### config.mk
export PLATFORM = sky130hd
export DESIGN_NAME = adder_arbiter
export DESIGN_NICKNAME = d
export VERILOG_FILES = /design/src/rtl/adder_arbiter.sv
export SDC_FILE = /design/constraint.sdc
export NUM_CORES = 1
export LEC_CHECK = 0
export ABC_CLOCK_PERIOD_IN_PS = 10080
export BUFFER_PORTS_ARGS = -buffer_cell sky130_fd_sc_hd__clkbuf_2
export CELL_PAD_IN_SITES_DETAIL_PLACEMENT = 0
export CELL_PAD_IN_SITES_GLOBAL_PLACEMENT = 1
export CORE_UTILIZATION = 32
export CTS_CLUSTER_DIAMETER = 80
export CTS_CLUSTER_SIZE = 28
export DETAILED_ROUTE_END_ITERATION = 7
export GPL_TIMING_DRIVEN = 1
export PLACE_DENSITY_LB_ADDON = 0.25
export SYNTH_ARGS = -nofsm -noshare
export SYNTH_HDL_FRONTEND = slang
export SYNTH_SLANG_ARGS = --single-unit
### constraint.sdc
create_clock -name CLK -period 10.08 [get_ports CLK]
set_input_delay 1.008 -clock CLK [delete_from_list [all_inputs] [get_ports CLK]]
set_output_delay 1.008 -clock CLK [all_outputs]
set_load 0.05 [all_outputs]
### src/rtl/adder_arbiter.sv
// adder_arbiter: round-robin arbiter in front of a single shared adder.
// Each cycle at most one requester is granted (GNT is combinational); its
// operands are summed and the registered result appears one cycle later with
// RVALID, RID, Y and CB.
// Optional feature: define ADDER_ARB_CHAIN_EN to add the LOCK port and an
// ARB/LOCKED FSM that lets one requester chain multi-word adds through a
// saved carry. Without the macro the carry-in is always zero.
module adder_arbiter #(
  parameter int NREQ  = 4,
  parameter int WIDTH = 32
) (
  input  logic                          CLK,
  input  logic                          RSTN,
  input  logic [NREQ-1:0]               REQ,
  input  logic [NREQ*WIDTH-1:0]         A_IN,
  input  logic [NREQ*WIDTH-1:0]         B_IN,
`ifdef ADDER_ARB_CHAIN_EN
  input  logic [NREQ-1:0]               LOCK,
`endif
  output logic [NREQ-1:0]               GNT,
  output logic                          RVALID,
  output logic [$clog2(NREQ)-1:0]       RID,
  output logic [WIDTH-1:0]              Y,
  output logic                          CB
);

  localparam int IDW = $clog2(NREQ);

  // Round-robin pointer and registered result
  logic [IDW-1:0]   ptr_q, ptr_d;
  logic             rvalid_q, rvalid_d;
  logic [IDW-1:0]   rid_q, rid_d;
  logic [WIDTH-1:0] y_q, y_d;
  logic             cb_q, cb_d;

  // Round-robin search result
  logic             rr_found_s;
  logic [IDW-1:0]   rr_idx_s;
  int               idx_v;

  // Final grant decision (round-robin or chain owner)
  logic             grant_valid_s;
  logic [IDW-1:0]   grant_idx_s;
  logic             cin_s;
  logic [NREQ-1:0]  gnt_s;

  // Shared adder datapath
  logic [WIDTH-1:0] a_sel_s;
  logic [WIDTH-1:0] b_sel_s;
  logic [WIDTH:0]   sum_s;

`ifdef ADDER_ARB_CHAIN_EN
  typedef enum logic [0:0] {
    ST_ARB    = 1'b0,
    ST_LOCKED = 1'b1
  } state_e;

  state_e           state_q, state_d;
  logic [IDW-1:0]   owner_q, owner_d;
  logic             carry_q, carry_d;
`endif

  // Search REQ upward from the pointer, wrapping modulo NREQ; first set bit wins
  always_comb begin
    rr_found_s = 1'b0;
    rr_idx_s   = '0;
    idx_v      = 0;
    for (int k = 0; k < NREQ; k++) begin
      idx_v = int'(ptr_q) + k;
      if (idx_v >= NREQ) begin
        idx_v = idx_v - NREQ;
      end else begin
        idx_v = idx_v;
      end
      if (!rr_found_s && REQ[idx_v]) begin
        rr_found_s = 1'b1;
        rr_idx_s   = IDW'(idx_v);
      end else begin
        rr_found_s = rr_found_s;
      end
    end
  end

`ifdef ADDER_ARB_CHAIN_EN
  // While a chain is locked only the owner may be granted, using the saved carry
  always_comb begin
    grant_valid_s = 1'b0;
    grant_idx_s   = '0;
    cin_s         = 1'b0;
    if (state_q == ST_LOCKED) begin
      grant_valid_s = REQ[owner_q];
      grant_idx_s   = owner_q;
      cin_s         = carry_q;
    end else begin
      grant_valid_s = rr_found_s;
      grant_idx_s   = rr_idx_s;
      cin_s         = 1'b0;
    end
  end
`else
  // Without chaining the round-robin winner is always the grant and cin is zero
  always_comb begin
    grant_valid_s = rr_found_s;
    grant_idx_s   = rr_idx_s;
    cin_s         = 1'b0;
  end
`endif

  // One-hot grant, suppressed while reset is held so nothing looks granted
  always_comb begin
    gnt_s = '0;
    if (RSTN && grant_valid_s) begin
      gnt_s[grant_idx_s] = 1'b1;
    end else begin
      gnt_s = '0;
    end
  end

  // Operand mux for the granted requester and the shared adder
  always_comb begin
    a_sel_s = A_IN[grant_idx_s*WIDTH +: WIDTH];
    b_sel_s = B_IN[grant_idx_s*WIDTH +: WIDTH];
    sum_s   = {1'b0, a_sel_s} + {1'b0, b_sel_s} + {{WIDTH{1'b0}}, cin_s};
  end

  // Next result and pointer: capture the sum on a grant, otherwise hold
  always_comb begin
    ptr_d    = ptr_q;
    rvalid_d = 1'b0;
    rid_d    = rid_q;
    y_d      = y_q;
    cb_d     = cb_q;
    if (grant_valid_s) begin
      rvalid_d = 1'b1;
      rid_d    = grant_idx_s;
      y_d      = sum_s[WIDTH-1:0];
      cb_d     = sum_s[WIDTH];
      // Pointer moves just past the granted requester (owner+1 when a chain ends)
      if (grant_idx_s == IDW'(NREQ - 1)) begin
        ptr_d = '0;
      end else begin
        ptr_d = grant_idx_s + IDW'(1);
      end
    end else begin
      rvalid_d = 1'b0;
    end
  end

`ifdef ADDER_ARB_CHAIN_EN
  // Chain FSM: enter LOCKED on a LOCK grant, leave after the owner's last word
  always_comb begin
    state_d = state_q;
    owner_d = owner_q;
    carry_d = carry_q;
    case (state_q)
      ST_ARB: begin
        if (grant_valid_s && LOCK[grant_idx_s]) begin
          state_d = ST_LOCKED;
          owner_d = grant_idx_s;
          carry_d = sum_s[WIDTH];
        end else begin
          state_d = ST_ARB;
        end
      end
      ST_LOCKED: begin
        if (grant_valid_s) begin
          carry_d = sum_s[WIDTH];
          if (!LOCK[owner_q]) begin
            state_d = ST_ARB;
          end else begin
            state_d = ST_LOCKED;
          end
        end else begin
          state_d = ST_LOCKED;
        end
      end
      default: begin
        state_d = ST_ARB;
        owner_d = '0;
        carry_d = 1'b0;
      end
    endcase
  end

  // Chain state registers; reset abandons any chain in progress
  always_ff @(posedge CLK or negedge RSTN) begin
    if (!RSTN) begin
      state_q <= ST_ARB;
      owner_q <= '0;
      carry_q <= 1'b0;
    end else begin
      state_q <= state_d;
      owner_q <= owner_d;
      carry_q <= carry_d;
    end
  end
`endif

  // Pointer and result registers
  always_ff @(posedge CLK or negedge RSTN) begin
    if (!RSTN) begin
      ptr_q    <= '0;
      rvalid_q <= 1'b0;
      rid_q    <= '0;
      y_q      <= '0;
      cb_q     <= 1'b0;
    end else begin
      ptr_q    <= ptr_d;
      rvalid_q <= rvalid_d;
      rid_q    <= rid_d;
      y_q      <= y_d;
      cb_q     <= cb_d;
    end
  end

  assign GNT    = gnt_s;
  assign RVALID = rvalid_q;
  assign RID    = rid_q;
  assign Y      = y_q;
  assign CB     = cb_q;

endmodule

==> results.yml, run 1 <==
outcome:
  status: "finished clean"
cts:
  cts.repair.resized: 0
  insertion_delay_ps: 280
  cts_buffers: 5
  cts_hold_buf: 0
  clock_path_buffers: 2
  cts.clk_slew.worst_paths_ps: 60
  post_cts_buffers: 0
  htree_levels: 2
  cts.sinks: 38
  cts_tree: "built"
  cts_root_buf: "clkbuf_16"
synth:
  synth_top_family_by_area: "simple AND/OR/NAND/NOR gates"
  synthArstFlopShare: 1.00
  synth_top_area_share: 0.221
  synth_compound_area_frac: 0.254
  synthFlopType: "dfrtp_1"
  ys_seq_area_frac: 0.180
  synth_edf_count: 0
  synth-simple-area-share: 0.371
  yosys.area_share.xor_xnor: 0.0381
  synth-seq-cells: 38
  synth_nets: 1124
  yosys-mux-area-fraction: 0.00851
  synth_warnings: 0
  yosysMostFrequentCell: "nand2_1"
  synth_top_cells_by_area: "nand2_1, dfrtp_1, ha_1, and3_1, a31oi_1"
  netlist.top_cell.by_area: "nand2_1"
  syn_avg_cell_area_sq_um: 6.42
  yosysUniqueCellTypes: 60
  synth_common_cells: "nand2_1, and3_1, a31oi_1"
  synth_adder_area_share: 0.0889
  postSynthCellCount: 825
  syn_area_sq_um: 5290
route:
  drt-pass1-iter-count: 5
  num_vias: 6552
  drtIter0Drc: 380
  drc_errors: 0
  wl_mm: 18.7
  viasPerCell: 5.03
  wl_per_cell_um: 14.4
  ant_nets: 0
finish:
  syn2layout_area_growth_pct: 32.5
  drive_gt1_frac: 0.311
  n_antenna_cell: 0
  post-route-util: 0.438
  nNetsFinal: 1384
timing:
  rsz0062_at_grt: "false"
  setup_viol: 0
  drv_slew: 0
  tns_ps: 0
  fin_crit_sh: 0.583
  max-slew-margin-rel: 0.443
  fmax_ghz: 0.170
  fin_skew_ps: 5.32
  hold_viol: 0
  fin_crit_ps: 5870
  worst_pin_slew_ps: 832
floorplan:
  start_util: 0.331
  die_x_um: 131
  pin_count: 302
  core_area_sq_um: 16000
  rows: 46
  die_area_sq_um: 17100
  dieHeight_um: 131
critical_path:
  critPathCaptureType: "flop"
  cp_max_fo: 66
  path_delay_family: "compound AO/OA/AOI/OAI gates"
  cp_num_buf_inv: 6
  crit_top_cell: "buf_4"
  critical_path_class: "in -> reg"
  slowest_delay_ps: 790
  crit_path_start_kind: "input pin"
  crit_slowest_cell: "o21ai_4"
  cp.required_ps: 10270
  worstPathArrival_ps: 6060
  worstPathCellList: "clkbuf_2 -> nor4_4 -> buf_4 -> inv_2 -> o21ai_4 -> buf_4 -> inv_2 -> buf_4 -> a31oi_1 -> ha_1 -> a211oi_1 -> o31ai_2 -> o221ai_2 -> a21oi_2 -> o31ai_1 -> o32ai_1 -> nor3_1"
pwr:
  powerDensity_nw_per_um2: 471
  ir_drop_v: 0.000179
  power.leakage_nw: 3.77
job:
  maxCapViolations: 0
grt:
  gr-total-overflow: 0
  antenna_found_initial: 0
  grt_use_total: 0.216
  grt_pass1_vias: 6218
  grt_pass1_wl_mm: 29.8
  grt_start_max_net_pins: 76
place:
  hpwl_mm: 14.9
  gp_congestion: 0.865
  numPortBuffers: 301
worst_hold_path:
  hold_path.class: "reg -> reg"
## area by class of cell
cell class / count / area (sq um)
inverters: 11 / 43.8
multi-input cells: 721 / 4040
flip-flops and latches: 38 / 951
repair buffers: 308 / 1560
well taps: 216 / 270
fillers: 1838 / 8990
clock inverters: 1 / 5.00
clock buffers: 7 / 143
## flip-flops by register name (all words and copies together), names as in the netlist
register / cells
CB: 1
RVALID: 1
ptr_q: 2
Y: 32
RID: 2
## per-layer routing
| metal | part of all wire | GRT usage |
|---|---|---|
| met1 | 0.44 | 0.272 |
| met2 | 0.49 | 0.395 |
| met3 | 0.059 | 0.0269 |
| met4 | 0.012 | 0.0392 |
| met5 | 0 | 0 |
## cells by family after synthesis
group                      after synthesis
AOI/OAI and AO/OA                      204
xor gates and xnor gates                23
adders and majority gates               37
buffers and inverters                   66
DFF                                     38
muxes                                    4
and+or+nand+nor                        453
## stage by stage
step	cells	setup slack (ps)	total power, mW	hold slack [ps]	instance area (sq um)
3_3_place_gp	1294	3970	3.14	454	6870
6_report	1302	4210	3.30	481	7010
5_1_grt	1302	3620	3.64	512	7010
3_5_place_dp	1294	3830	3.15	469	6870
4_1_cts	1302	4080	3.33	487	7010
2_1_floorplan	825	5690	2.53	546	5290
## power breakdown
group          internal (mW)  switching [mW]  total, mW
clock network         0.0983          0.0640      0.162
logic                   1.05            1.77       2.82
registers              0.260          0.0541      0.315
total                   1.41            1.89       3.30
## cells in the final DEF, fill, tap and decap left out, types with 8 or more instances in the layout
cell / Yosys / routed
clkbuf_2: 0 / 301
nor2_1: 38 / 38
a21o_1: 9 / 9
nor3_1: 9 / 9
xnor2_1: 9 / 9
nand3_1: 9 / 9
xor2_1: 14 / 14
ha_1: 36 / 36
a31oi_1: 68 / 68
and3_1: 70 / 70
a21oi_1: 49 / 49
nand2_1: 312 / 312
inv_1: 9 / 8
dfrtp_1: 38 / 38
o21ai_0: 27 / 27
## path summary, 6_finish.rpt
path,start,end,slack (ps),cells after the start
min in group asynchronous,RSTN,Y[25],800,2
max,REQ[0],Y[31],4210,17
max in group asynchronous,RSTN,Y[14],8900,2
min reg2reg,RID[1],RID[1],480,2
min,RID[1],RID[1],480,2
max reg2reg,ptr_q[0],Y[26],4930,18
## worst min-delay path, cell delays in order, from the launching register on
cell	delay [ps]
dfrtp_1	350
nand2_1	50
nand2_1	50
No activity file was read; power rests on OpenSTA's default activity.
==> inputs of run 2 (changes only) <==
Settings changed: ABC_CLOCK_PERIOD_IN_PS 10080 to 5700, CORE_UTILIZATION 32 to 30.
Clock period 10.08 ns to 5.7 ns, I/O delays scaled along.
==> run 2 against run 1 <==
  * Non-clock buffer count grew 3
  * Combinational power grew 77%
  * Cell count grew 0.92%
  * Die area grew 6.6%
  * Cell area grew 0.84%
  * Power grew 76%
  * Critical endpoint unchanged
  * Via count shrank 0.26%
  * Count of clock-buffer cells in the layout is the same
  * Clock power grew 78%
  * Clock skew shrank 2.4 ps
  * Worst hold slack lost 200 ps
==> results.yml, run 2 (synthesized netlist as in run 1, its figures left out) <==
critical_path:
  cp_max_fo: 130
  r2r-start: "ptr_q[0]"
  worstPathArrival_ps: 4510
  regToRegSetupSlack_ps: 1390
  critPathCaptureType: "flop"
  critical_path_class: "reg -> reg"
  cp.required_ps: 5890
  crit_path_start_kind: "flop"
  r2r_cells: 15
  reg2reg_to: "Y[31]"
floorplan:
  dieHeight_um: 135
  die_area_sq_um: 18200
  rows: 48
  pin_count: 302
  start_util: 0.307
  core_area_sq_um: 17200
  die_x_um: 135
route:
  viasPerCell: 4.97
  wl_per_cell_um: 14.3
  drt-pass1-iter-count: 5
  ant_nets: 0
  drtIter0Drc: 271
  wl_mm: 18.7
  num_vias: 6535
  drc_errors: 0
grt:
  grt_pass1_wl_mm: 30.2
  antenna_found_initial: 0
  grt_use_total: 0.203
  grt_pass1_vias: 6258
  gr-total-overflow: 0
  grt_start_max_net_pins: 131
finish:
  drive_gt1_frac: 0.313
  nNetsFinal: 1387
  fillers: 1932
  n_antenna_cell: 0
  largest_reg_flops: 32
  syn2layout_area_growth_pct: 33.6
  final_area_sq_um: 7070
  final_cell_mix: "nand2_1, clkbuf_2, and3_1, a31oi_1, a21oi_1"
  final_common_cell: "nand2_1"
cts:
  post_cts_buffers: 0
  cts.sinks: 38
  cts_tree: "built"
  cts_root_buf: "clkbuf_16"
  cts.clk_slew.worst_paths_ps: 60
  clock_path_buffers: 2
  cts.repair.resized: 0
  htree_levels: 2
  insertion_delay_ps: 280
  cts_hold_buf: 0
  cts_buffers: 5
timing:
  setup_ws_ps: 1390
  max-slew-margin-rel: 0.582
  hold_viol: 0
  hold_ws_ps: 279
  fin_skew_ps: 2.91
  rsz0062_at_grt: "false"
  fin_crit_ps: 4310
  worst_pin_slew_ps: 626
  fin_crit_sh: 0.756
  tns_ps: 0
  drv_slew: 0
  setup_viol: 0
  fmax_ghz: 0.232
worst_hold_path:
  hold_path.class: "in -> async"
place:
  gp_congestion: 0.812
  hpwl_mm: 15.1
  placed_area_sq_um: 6930
  numPortBuffers: 301
  dp_worst_setup_slack_ps: 1130
pwr:
  power.leakage_nw: 3.79
  powerDensity_nw_per_um2: 822
  ir_drop_v: 0.000362
job:
  maxCapViolations: 0
outcome:
  status: "finished clean"
-- run 2: layout make-up --
type                       count  area, sq um  area share
timing repair buffer         311         1610       0.227
sequential                    38          951       0.134
tap                          225          282      0.0398
multi-input combinational    721         4040       0.572
inverter                      11         43.8     0.00619
clock inverter                 1         5.00    0.000708
clock buffer                   7          143      0.0202
-- run 2: worst max-delay path, cell delays in order (launching register included) --
cell and delay [ps]:
dfrtp_1 450, nor2b_1 190, nand2b_1 190, a221oi_4 400, buf_12 460, nand2_1 120
and3_1 200, a31oi_1 270, ha_1 300, a211oi_1 270, o31ai_2 170, o221ai_2 250
a21oi_2 110, o31ai_1 470, o32ai_1 170, nor3_1 150
-- run 2: routing by layer --
metal  GRT usage  part of all wire  vias to the layer above
li1            -                 -                     3406
met1       0.256              0.45                     2931
met2       0.368              0.49                      186
met3      0.0300             0.055                       12
met4      0.0356             0.011                        0
met5           0                 0                        -
-- run 2: through the flow --
| step | util | instances | total power [mW] |
|---|---|---|---|
| after floorplan | - | 825 | 4.47 |
| after global routing | 0.410 | 1314 | 6.45 |
| after detailed placement | 0.402 | 1306 | 5.58 |
| after global placement | 0.402 | 1306 | 5.55 |
| final | 0.410 | 1314 | 5.82 |
| after CTS | 0.410 | 1314 | 5.89 |
-- run 2: how the worst max path moves through the flow --
stage,endpoint,startpoint,slack [ps]
floorplan,Y[26],REQ[0],1750
global placement,Y[31],REQ[3],1230
detailed placement,Y[31],REQ[3],1130
CTS,Y[31],ptr_q[0],1290
global route,Y[31],ptr_q[0],880
finish,Y[31],ptr_q[0],1390
-- run 2: report_power, final --
group | switching (mW) | internal [mW] | total [mW]
Sequential | 0.0884 | 0.460 | 0.549
Clock | 0.114 | 0.174 | 0.288
Combinational | 3.10 | 1.88 | 4.98
